===== src/rtl/ppu_sprite_fetch.sv =====
// ---------------------------------------------------------------------------
// ppu_sprite_fetch
//
// Sprite pattern fetcher for the PPU. During dots 256-319 it walks the eight
// secondary-OAM entries, fetches both CHR pattern planes for each one from
// VRAM, applies horizontal/vertical flips and pushes one 27-bit load word per
// slot into the sprite shifter set. Slot 0 is loaded first.
//
// Ports:
//   clk          PPU dot clock
//   i_rst        synchronous, active-high reset
//   i_cycle      current dot (0-340)
//   i_oam_data   secondary-OAM byte addressed by i_cycle
//   i_obj_size   1 = 8x16 sprites
//   i_obj_patt   pattern table select for 8x8 sprites
//   i_rend_en    sprite rendering enable
//   i_vram_data  VRAM read data, valid one cycle after o_vram_rd
//   o_vram_addr  pattern fetch address
//   o_vram_rd    VRAM read strobe
//   o_load       shifter load mask, 4'b1111 for one cycle per slot
//   o_load_data  {pix1[7:0], pix2[7:0], x[7:0], pal[1:0], prio}
//   o_busy       high while the fetch window is active (dots 256-320)
//
// Configuration:
//   PPU_SPR_DUMMY_FETCH_EN  when defined, empty slots still issue both reads
//                           (tile 8'hFF, row 0) so mappers see A12 edges.
// ---------------------------------------------------------------------------
module ppu_sprite_fetch (
   input  logic        clk,
   input  logic        i_rst,
   input  logic [8:0]  i_cycle,
   input  logic [7:0]  i_oam_data,
   input  logic        i_obj_size,
   input  logic        i_obj_patt,
   input  logic        i_rend_en,
   input  logic [7:0]  i_vram_data,
   output logic [13:0] o_vram_addr,
   output logic        o_vram_rd,
   output logic [3:0]  o_load,
   output logic [26:0] o_load_data,
   output logic        o_busy
);

   typedef enum logic {
      ST_IDLE,
      ST_FETCH
   } state_t;

   state_t      state;

   logic [3:0]  row;
   logic        empty;
   logic [7:0]  tile;
   logic [7:0]  xpos;
   logic        vflip;
   logic        hflip;
   logic        prio;
   logic [1:0]  pal;
   logic [7:0]  plane_lo;

   logic [2:0]  slot;
   logic [2:0]  offset;
   logic        in_window;
   logic        start;
   logic        active;
   logic [3:0]  row_eff;
   logic [13:0] addr_lo;
   logic [13:0] addr_hi;
   logic [7:0]  pix1_next;
   logic [7:0]  pix2_next;
`ifdef PPU_SPR_DUMMY_FETCH_EN
   logic [13:0] dummy_lo;
   logic [13:0] dummy_hi;
`endif

   // Pattern address for one plane. 8x16 sprites take their table from
   // tile bit 0 and use row bit 3 to pick the top or bottom tile.
   function automatic logic [13:0] patt_addr(input logic [7:0] t,
                                             input logic [3:0] r,
                                             input logic       p,
                                             input logic       size16,
                                             input logic       patt);
      if (size16)
         patt_addr = {1'b0, t[0], t[7:1], r[3], p, r[2:0]};
      else
         patt_addr = {1'b0, patt, t, p, r[2:0]};
   endfunction

   function automatic logic [7:0] bit_rev(input logic [7:0] b);
      for (int i = 0; i < 8; i++)
         bit_rev[i] = b[7-i];
   endfunction

   // Decode the dot into slot/offset and decide whether this edge does work.
   // The window only starts at dot 256; once it drops out (disable or end
   // of slot 7) it stays idle until the next line.
   always_comb begin
      slot      = i_cycle[5:3];
      offset    = i_cycle[2:0];
      in_window = (i_cycle[8:6] == 3'b100);
      start     = (state == ST_IDLE) && (i_cycle == 9'd256);
      active    = i_rend_en && in_window && ((state == ST_FETCH) || start);

      // Vertical flip mirrors the row within the 8- or 16-line sprite.
      row_eff   = vflip ? (row ^ (i_obj_size ? 4'hF : 4'h7)) : row;
      addr_lo   = patt_addr(tile, row_eff, 1'b0, i_obj_size, i_obj_patt);
      addr_hi   = patt_addr(tile, row_eff, 1'b1, i_obj_size, i_obj_patt);

      // The shifter emits bit 0 first, so the unflipped sprite needs its
      // leftmost pixel (CHR bit 7) moved down to bit 0.
      pix1_next = hflip ? plane_lo    : bit_rev(plane_lo);
      pix2_next = hflip ? i_vram_data : bit_rev(i_vram_data);
`ifdef PPU_SPR_DUMMY_FETCH_EN
      dummy_lo  = patt_addr(8'hFF, 4'h0, 1'b0, i_obj_size, i_obj_patt);
      dummy_hi  = patt_addr(8'hFF, 4'h0, 1'b1, i_obj_size, i_obj_patt);
`endif
   end

   // Main sequencer. Each slot takes eight dots: OAM bytes at offsets 0-3,
   // low-plane read issued for offset 4 and captured at the end of offset 5,
   // high-plane read issued for offset 6 and captured at the end of offset 7,
   // where the load word is also built so it appears together with the pulse.
   always_ff @(posedge clk) begin
      if (i_rst) begin
         state       <= ST_IDLE;
         row         <= '0;
         empty       <= 1'b0;
         tile        <= '0;
         xpos        <= '0;
         vflip       <= 1'b0;
         hflip       <= 1'b0;
         prio        <= 1'b0;
         pal         <= '0;
         plane_lo    <= '0;
         o_vram_addr <= '0;
         o_vram_rd   <= 1'b0;
         o_load      <= '0;
         o_load_data <= '0;
         o_busy      <= 1'b0;
      end else begin
         o_vram_rd <= 1'b0;
         o_load    <= '0;
         // Raised one dot early so busy covers dot 256 itself; the final
         // active edge (dot 319) keeps it high through dot 320.
         o_busy    <= ((i_cycle == 9'd255) && i_rend_en) || active;

         if (!active) begin
            state <= ST_IDLE;
         end else begin
            state <= ST_FETCH;
            case (offset)
               3'd0: begin
                  row   <= i_oam_data[3:0];
                  empty <= (i_oam_data[7:4] != 4'h0);
               end
               3'd1: tile <= i_oam_data;
               3'd2: begin
                  vflip <= i_oam_data[7];
                  hflip <= i_oam_data[6];
                  prio  <= i_oam_data[5];
                  pal   <= i_oam_data[1:0];
               end
               3'd3: begin
                  xpos <= i_oam_data;
`ifdef PPU_SPR_DUMMY_FETCH_EN
                  o_vram_rd   <= 1'b1;
                  o_vram_addr <= empty ? dummy_lo : addr_lo;
`else
                  if (!empty) begin
                     o_vram_rd   <= 1'b1;
                     o_vram_addr <= addr_lo;
                  end
`endif
               end
               3'd5: begin
                  plane_lo <= i_vram_data;
`ifdef PPU_SPR_DUMMY_FETCH_EN
                  o_vram_rd   <= 1'b1;
                  o_vram_addr <= empty ? dummy_hi : addr_hi;
`else
                  if (!empty) begin
                     o_vram_rd   <= 1'b1;
                     o_vram_addr <= addr_hi;
                  end
`endif
               end
               3'd7: begin
                  // Empty slots still load so every shifter is refreshed;
                  // X = 8'hFF keeps them off-screen.
                  o_load <= 4'b1111;
                  if (empty)
                     o_load_data <= {16'h0000, 8'hFF, pal, prio};
                  else
                     o_load_data <= {pix1_next, pix2_next, xpos, pal, prio};
                  if (slot == 3'd7)
                     state <= ST_IDLE;
               end
               default: ;
            endcase
         end
      end
   end

endmodule

===== config.mk =====
export PLATFORM = sky130hd
export DESIGN_NAME = ppu_sprite_fetch
export DESIGN_NICKNAME = d
export VERILOG_FILES = /design/src/rtl/ppu_sprite_fetch.sv
export SDC_FILE = /design/constraint.sdc
export NUM_CORES = 1
export LEC_CHECK = 0
export ABC_AREA = 1
export BUFFER_PORTS_ARGS = -buffer_cell sky130_fd_sc_hd__buf_4
export CAP_MARGIN = 30
export CORE_ASPECT_RATIO = 1.75
export CORE_MARGIN = 2
export CORE_UTILIZATION = 53
export DETAILED_ROUTE_END_ITERATION = 10
export PLACE_DENSITY = 0.88
export SLEW_MARGIN = 0
export SYNTH_ARGS = -nofsm -noshare
export SYNTH_HDL_FRONTEND = slang
export SYNTH_SLANG_ARGS = --single-unit

===== constraint.sdc =====
create_clock -name clk -period 1.4 [get_ports clk]
set_input_delay 0 -clock clk [delete_from_list [all_inputs] [get_ports clk]]
set_output_delay 0 -clock clk [all_outputs]
set_load 0.1 [all_outputs]

==> impl_summary.md, run 1 <==
Clock network
The clock reaches the later pin of the worst-skew pair after 0.36 ns. The tree built by TritonCTS fans out to 78 sinks. The clock tree from TritonCTS is built.

The number of buffers on the longest clock path is 2. The H-tree depth reported by CTS is 3. The CTS root buffer is clkbuf_8. After clock tree synthesis, the clock-pin slew on the worst setup and hold paths is 0.08 ns. The total clock buffers created by CTS is 9.

Place
The cell total after placement is between 600 and 700. The detailed placer's ending HPWL is around 5.6 mm. The number of buffer cells added on primary ports is 75. The congestion estimate from routability-driven global placement came to 0.927. In this run the cell area measured after placement is roughly 0.0040 sq mm.

Synthesis
The number of synthesized register bits is 78. The area of the mapped netlist is approximately 0.0034 sq mm. The count of flip-flops with a built-in enable after synthesis is 0. For this run, asynchronously set or reset flops after synthesis account for 0. The number of warnings issued by yosys is 0.

Counting distinct cell types in the post-synthesis netlist gives 27. The number of nets in the synthesized netlist is roughly 520. The synthesized netlist cell count is roughly 490. The synthesized area divided by synthesized cell count is 6.86 sq um. The part of the Yosys area used for sequential elements is 0.461. For this run, the leading register cell type out of synthesis is dfxtp_1.

Cells and area
The final instance area is 0.00449 sq mm. Leaving out fill and tap cells, the most frequent cell in the layout is nand2_1. In the final layout, the multi-input gates occupy 0.00149 sq mm. The filler cell count in the final layout is about 480. The sequential cells in the finished layout cover a total of approximately 0.0016 sq mm.

Compared with the post-synthesis result, the final layout area differs by 32.5%. The final net count is 619. In the layout the commonest cells are nand2_1, nor2_1, buf_4.

0 antenna diodes ended up in the layout. The finished layout holds 674 standard cells, fillers aside. The fraction of layout instances using a drive strength above 1 is 0.197.

Global route
Across every metal layer, demand over resource in global routing totals 0.257. The number of global-route vias before repair is 3,185. The remaining global-route overflow is 0. Entering global routing, the biggest net connects 43 pins. The number of antenna violations at the first check in global routing is 0.

The first global-routing pass estimated 14.1 mm of wire.

Floorplan
The initial core utilization is 0.549. The I/O pin count is 77. The die covers 0.00708 sq mm. The floorplan step set the die height to 110 um. The core region is 0.00618 sq mm. The horizontal die dimension is 64.5 um.

The placement row count is 38.

Setup path
On the critical path the largest part of the delay comes from simple AND/OR/NAND/NOR gates. The buffers plus inverters on the worst setup path is 1. The setup slack of the worst register-to-register path is 0.11 ns.

For the worst flop-to-flop path, the logic depth is 6. The arrival time of data at the critical path endpoint is 1.58 ns. The logic depth of the worst path, buffers included is 6. The startpoint identified for the worst register-to-register timing path is state$_SDFF_PP0_. The top fanout value on the critical path is 8. The category of the most critical setup path is reg2reg. The worst setup path endpoint is row[3]$_SDFFE_PP0P_. The start point of the critical path is state$_SDFF_PP0_.

STA classifies the critical path startpoint as a flip-flop. The slowest stage of the critical path is the nor2_1 cell. The largest single stage delay on the critical path is 0.36 ns.

By instance count, the cell type seen most on the critical path is nor2_1. At the worst endpoint, the required time is roughly 1.7 ns. The end of the worst register-to-register path is row[3]$_SDFFE_PP0P_. The worst setup path is captured at a flip-flop. Traced cell by cell, the critical path runs through inv_1, nand2_2, nand2_4, nor2_1, o21ai_0, nor2_1.

STA
The clock skew is 0.00875 ns. Setup repair after global routing left no endpoint under its margin. The total of endpoints with negative setup slack in the final report is 0. Based on the critical path, the design can be clocked at up to 773 MHz. The final period demand of the worst path is 1.29 ns. Of the available clock period, the critical path in the final layout requires 0.925. The accumulated negative setup slack is 0 ns. The final-report hold violation count is 0.

The number of max-slew violations in the final report is 0.

Detailed routing
After detailed routing, the number of remaining DRC violations is 0. In this run, the number of DRC markers left after iteration 0 of detailed routing was 199. Detailed routing placed a total of approximately 410 um of wire on met3. The overall routed net length is 8.68 mm.

In the final routed layout, each cell accounts on average for 12.9 um. The sum of met2 wire segment lengths after detailed routing is 4.57 mm. The via count of the routed design is 3,393.

The average vias per placed instance is 5.03. After detailed routing, no signal wire sits above met4. The first-pass detailed-route iteration total is 4.

The detail route stage leaves a number of antenna-violating nets equal to 0. For this block, wires on met1 add up to 3.36 mm.

Pwr
Power spread over the standard cell area amounts to between 900 and 1000 mW/mm^2. The leakage power figure is 2.11 nW. The worst vdd rail ir drop is 0.744 mV.

Run status
The flow ran to the end, and the final reports show no timing, DRC or antenna violations.

Run
Across the run, the number of max-cap violations was 0.

Hold path
The type of the worst min-delay path is in2reg.
-- final cells by class --
class | instances | area share
Sequential cell | 78 | 0.347
Multi-Input combinational cell | 335 | 0.332
Timing Repair Buffer | 112 | 0.205
Inverter | 53 | 0.0454
Clock buffer | 12 | 0.0323
Tap cell | 80 | 0.0223
Clock inverter | 4 | 0.0156
-- layer usage --
| layer | global-route usage | vias to the layer above |
|---|---|---|
| li1 | - | 1721 |
| met4 | 0.143 | 0 |
| met2 | 0.465 | 115 |
| met1 | 0.267 | 1529 |
| met5 | 0 | - |
| met3 | 0.0665 | 28 |
-- synthesized netlist by cell type (2+ instances only) --
cell / number / share of area
nand3_1: 24 / 0.035
inv_2: 4 / 0.0044
dfxtp_1: 78 / 0.46
nand2_1: 118 / 0.13
a21oi_1: 31 / 0.046
o21a_1: 8 / 0.018
nor2_1: 94 / 0.10
nor3_1: 4 / 0.0059
o21bai_1: 3 / 0.0066
nor2_4: 2 / 0.0066
xor2_1: 3 / 0.0078
clkbuf_1: 13 / 0.014
buf_2: 7 / 0.010
buf_4: 7 / 0.015
o21ai_0: 39 / 0.058
inv_1: 48 / 0.053
-- through the flow --
stage,utilization,total power (W),hold WS [ns],setup slack [ns]
2_1_floorplan,-,0.00236,0.101,0.00784
6_report,0.727,0.00433,0.0355,0.106
3_5_place_dp,0.654,0.00248,0.199,0.0393
3_3_place_gp,0.654,0.00247,0.196,0.0968
5_1_grt,0.727,0.00446,0.0405,0.0280
4_1_cts,0.723,0.00433,0.00322,0.0321
-- registers in the layout, indices dropped and copies added (netlist names), 2 cells and up --
signal and flops:
xpos 8, plane_lo 8, row 4, pal 2, o_vram_addr 13, o_load_data 27, tile 8
-- worst min-delay path: stages --
cell and delay (ns):
buf_4 0.08, nor2_1 0.03, a21oi_1 0.11, nor2_1 0.05
nor2_1 0.09
-- worst min-delay path by stage --
| stage | cells past startpoint | slack (ns) | startpoint | to |
|---|---|---|---|---|
| floorplan | 1 | 0.10 | i_cycle[8] | o_busy$_SDFF_PP0_ |
| finish | 5 | 0.04 | i_obj_patt | o_vram_addr[12]$_SDFFE_PP0P_ |
| detailed placement | 2 | 0.20 | i_cycle[8] | o_busy$_SDFF_PP0_ |
| global placement | 2 | 0.20 | i_cycle[8] | o_busy$_SDFF_PP0_ |
| global route | 5 | 0.04 | i_obj_patt | o_vram_addr[12]$_SDFFE_PP0P_ |
| CTS | 4 | 0.003 | i_cycle[5] | state$_SDFF_PP0_ |
-- where the power goes --
| part | switching, W | internal [W] |
|---|---|---|
| Clock | 0.000805 | 0.00105 |
| Sequential | 0.000000251 | 0.00222 |
| Combinational | 0.000141 | 0.000123 |
-- logic make-up (layout without fill, tap and decap cells) --
| family | count (synthesis) | in the layout | share of synthesized area |
|---|---|---|---|
| AOI/OAI and AO/OA | 83 | 83 | 0.132 |
| xor gates and xnor gates | 3 | 3 | 0.00775 |
| buffers and inverters | 81 | 181 | 0.101 |
| DFF | 78 | 78 | 0.461 |
| other | 1 | 1 | 0.00111 |
| and+or+nand+nor | 248 | 248 | 0.298 |
-- timing repair --
item,4_1_cts,5_1_grt
buffers inserted,0,1
hold buffers,21,2
setup endpoints to repair,0,5
hold endpoints to repair,36,1
gates resized for setup,0,3
No activity file was read; power rests on OpenSTA's default activity.
==> run 2: changes to the inputs <==
Settings changed: HOLD_SLACK_MARGIN set to 0.12.
==> run 2 against run 1 <==
Net effect: the flow now finishes with violations (setup timing); critical path type is now in2reg; final area increased by 3.3%; total power increased by 0.23%; first-iteration DRC count rose by 10%; core utilization grew 2.4 points; largest cell class unchanged; fmax decreased by 9.3%; flip-flop and latch count stayed put; routed wire length increased by 8.1%; count of clock-buffer cells in the layout unchanged; clock power is essentially flat; critical path depth is 3 higher.
==> impl_summary.md, run 2 (same netlist as run 1, synthesis figures left out) <==
Cells and area
The flip-flop count of the largest register, all copies and words added is 27. The final net count is 628. Measured on the finished design, the core utilization comes to 0.751. The fraction of layout instances using a drive strength above 1 is 0.212.

The post-synthesis to final-layout area growth is 36.9%. The area of the multi-input gates is 0.00152 sq mm. The filler cells instantiated in the layout total 443. After routing the design area is about 0.0046 sq mm. The register with the most flip-flops is o_load_data. The sequential cell area in the final layout is 0.00156 sq mm. Leaving out fill and tap cells, the most frequent cells in the layout are nand2_1, nor2_1, buf_4.

The repair_antennas step left the layout with diodes totalling 0. Leaving out fill and tap cells, the most frequent cell in the layout is nand2_1. The largest registers in the layout are o_load_data (27), o_vram_addr (13).

Clock network
The tree built by TritonCTS fans out to 78 sinks. The H-tree depth reported by CTS is 3. After clock tree synthesis, the clock-pin slew on the worst setup and hold paths is 0.07 ns. The CTS root buffer is clkbuf_8. The clock network latency to the later pin of the worst-skew pair is 0.36 ns. In this run the deepest clock path goes through 2 buffers. Clock tree synthesis inserted a total of 9 buffers. The clock tree from TritonCTS is built.

STA
The total of endpoints with negative setup slack in the final report is 1. The achievable clock frequency is 701 MHz. The worst path setup slack after routing is -0.0268 ns. Across the routed clock network, the largest skew measured is 0.00888 ns. The final-report hold violation count was 0. The worst path in the final design needs a cycle of 1.43 ns, including I/O delays and setup. In the finished design, the share of the clock period the worst path needs comes to 1.02. Setup repair after global routing could not meet its margin everywhere. The number of max-slew violations in the final report came to 0.

Pwr
Of the total power, the clock network draws 0.424. For this design the ratio of total power to cell area is 936 mW/mm^2. The leakage power figure is 2.20 nW. Overall power consumption after layout is estimated at 0.00434 W. The fraction of power consumed by sequential logic is 0.510. The switching portion of total power is 0.217. Of the total power, combinational logic draws 0.066. The internal portion of the total power is 0.00340 W.

IR analysis of the VDD net gives a maximum drop of 0.742 mV. The reported net switching power is 0.000942 W.

Detailed routing
Wires add up to 9.38 mm. The final route contains 3,548 vias. In the routed design, unresolved DRC markers number 0. After detailed routing, the number of vias per cell comes to 5.19. The antenna violation net count after detailed routing is 0. In this run, the number of DRC markers left after iteration 0 of detailed routing was 219. The first detailed-routing pass took 5 iterations. Dividing the detail-routed wire length by the instance count gives ~14 um.

Global route
The number of global-route vias before repair is 3,209. The global-route wire length before repair is about 14 mm. In the global route stage, overall resource usage came out at 0.258. The number of antenna violations at the first check in global routing is 0.

Summed over all layers, the global routing overflow is 0. Entering global routing, the biggest net connects 43 pins.

Run
Max-cap violations in this run came to 0.

Setup path
The kind of launch point of the worst setup path is an input pin. The worst setup path is captured at a flip-flop. The arrival time of data at the critical path endpoint is 1.71 ns. The setup path with the least slack is of type in2reg. Along the worst path, the maximum fanout reaches 6.

STA puts the critical path data required time at between 1.5 and 2 ns. The path depth of the worst reg2reg path is 9.

Place
In this run the tool buffered the top-level ports with 75 buffer cells. Routability-driven placement finished with a final weighted congestion of ~0.93. The total placed instance area is between 0.004 and 0.005 sq mm. After legalization and detailed placement, the total HPWL measured 5.63 mm.

At the placement stage, the worst setup path has a slack of 0.0393 ns.

Run status
The checks that failed: setup timing. The run finished, with violations left.

Floorplan
The I/O pin count is 77. The initial core utilization is 0.549. The placement row count is 38.

The y dimension of the die is around 110 um. In this run the standard cell core region covers 0.00618 sq mm. The floorplan step defined a die boundary enclosing 0.00708 sq mm. The die is 64.5 um wide.

Hold path
The tightest min-delay check is of the in2reg type. Counting instances, the worst hold path has a depth of 5.
run 2: timing repair:
action                     4_1_cts  5_1_grt
hold buffers                    24        4
setup buffers                    0        2
setup endpoints to repair        0       29
hold endpoints to repair        42        1
gates resized for setup          0       11
run 2: final timing paths:
| path | start | endpoint | slack [ns] |
|---|---|---|---|
| hold reg to reg | xpos[6]$_SDFFE_PP0P_ | xpos[6]$_SDFFE_PP0P_ | 0.47 |
| setup reg to reg | state$_SDFF_PP0_ | o_load_data[3]$_SDFFE_PP0P_ | 0.01 |
| hold / removal | i_cycle[7] | row[1]$_SDFFE_PP0P_ | 0.13 |
| setup / recovery | i_cycle[2] | row[2]$_SDFFE_PP0P_ | -0.03 |
run 2: layout make-up:
class / count / area share
clock buffer: 12 / 0.0313
clock inverter: 4 / 0.0151
inverter: 53 / 0.0434
multi-input combinational: 335 / 0.328
sequential: 78 / 0.336
tap: 80 / 0.0216
timing repair buffer: 121 / 0.224
run 2: power by group through the flow:
stage                     registers [W]  clock network [W]  logic (W)
after floorplan                 0.00227                  0  0.0000927
after global placement          0.00227                  0   0.000202
after detailed placement        0.00227                  0   0.000207
after CTS                       0.00222            0.00186   0.000260
after global routing            0.00222            0.00196   0.000304
final                           0.00222            0.00184   0.000285
run 2: critical path: stages:
cell and delay, ns:
buf_4 0.13, inv_2 0.06, nand2_1 0.08, nor2_1 0.17
dlygate4sd3_1 0.57, inv_1 0.09, nor2_2 0.26, o21ai_0 0.17
nor2_1 0.17
run 2: layer usage:
layer,GRT usage,vias to the layer above,wire [um]
met5,0,-,0
met4,0.149,0,440
met3,0.0635,42,511
met2,0.465,143,5000
met1,0.269,1621,3430
li1,-,1742,-
run 2: through the flow:
step	instances	hold slack, ns	setup TNS [ns]
after floorplan	494	0.101	0
after global placement	635	0.196	0
after detailed placement	635	0.199	0
after CTS	675	-0.0765	0
after global routing	683	0.155	-2.48
final	683	0.129	-0.0268
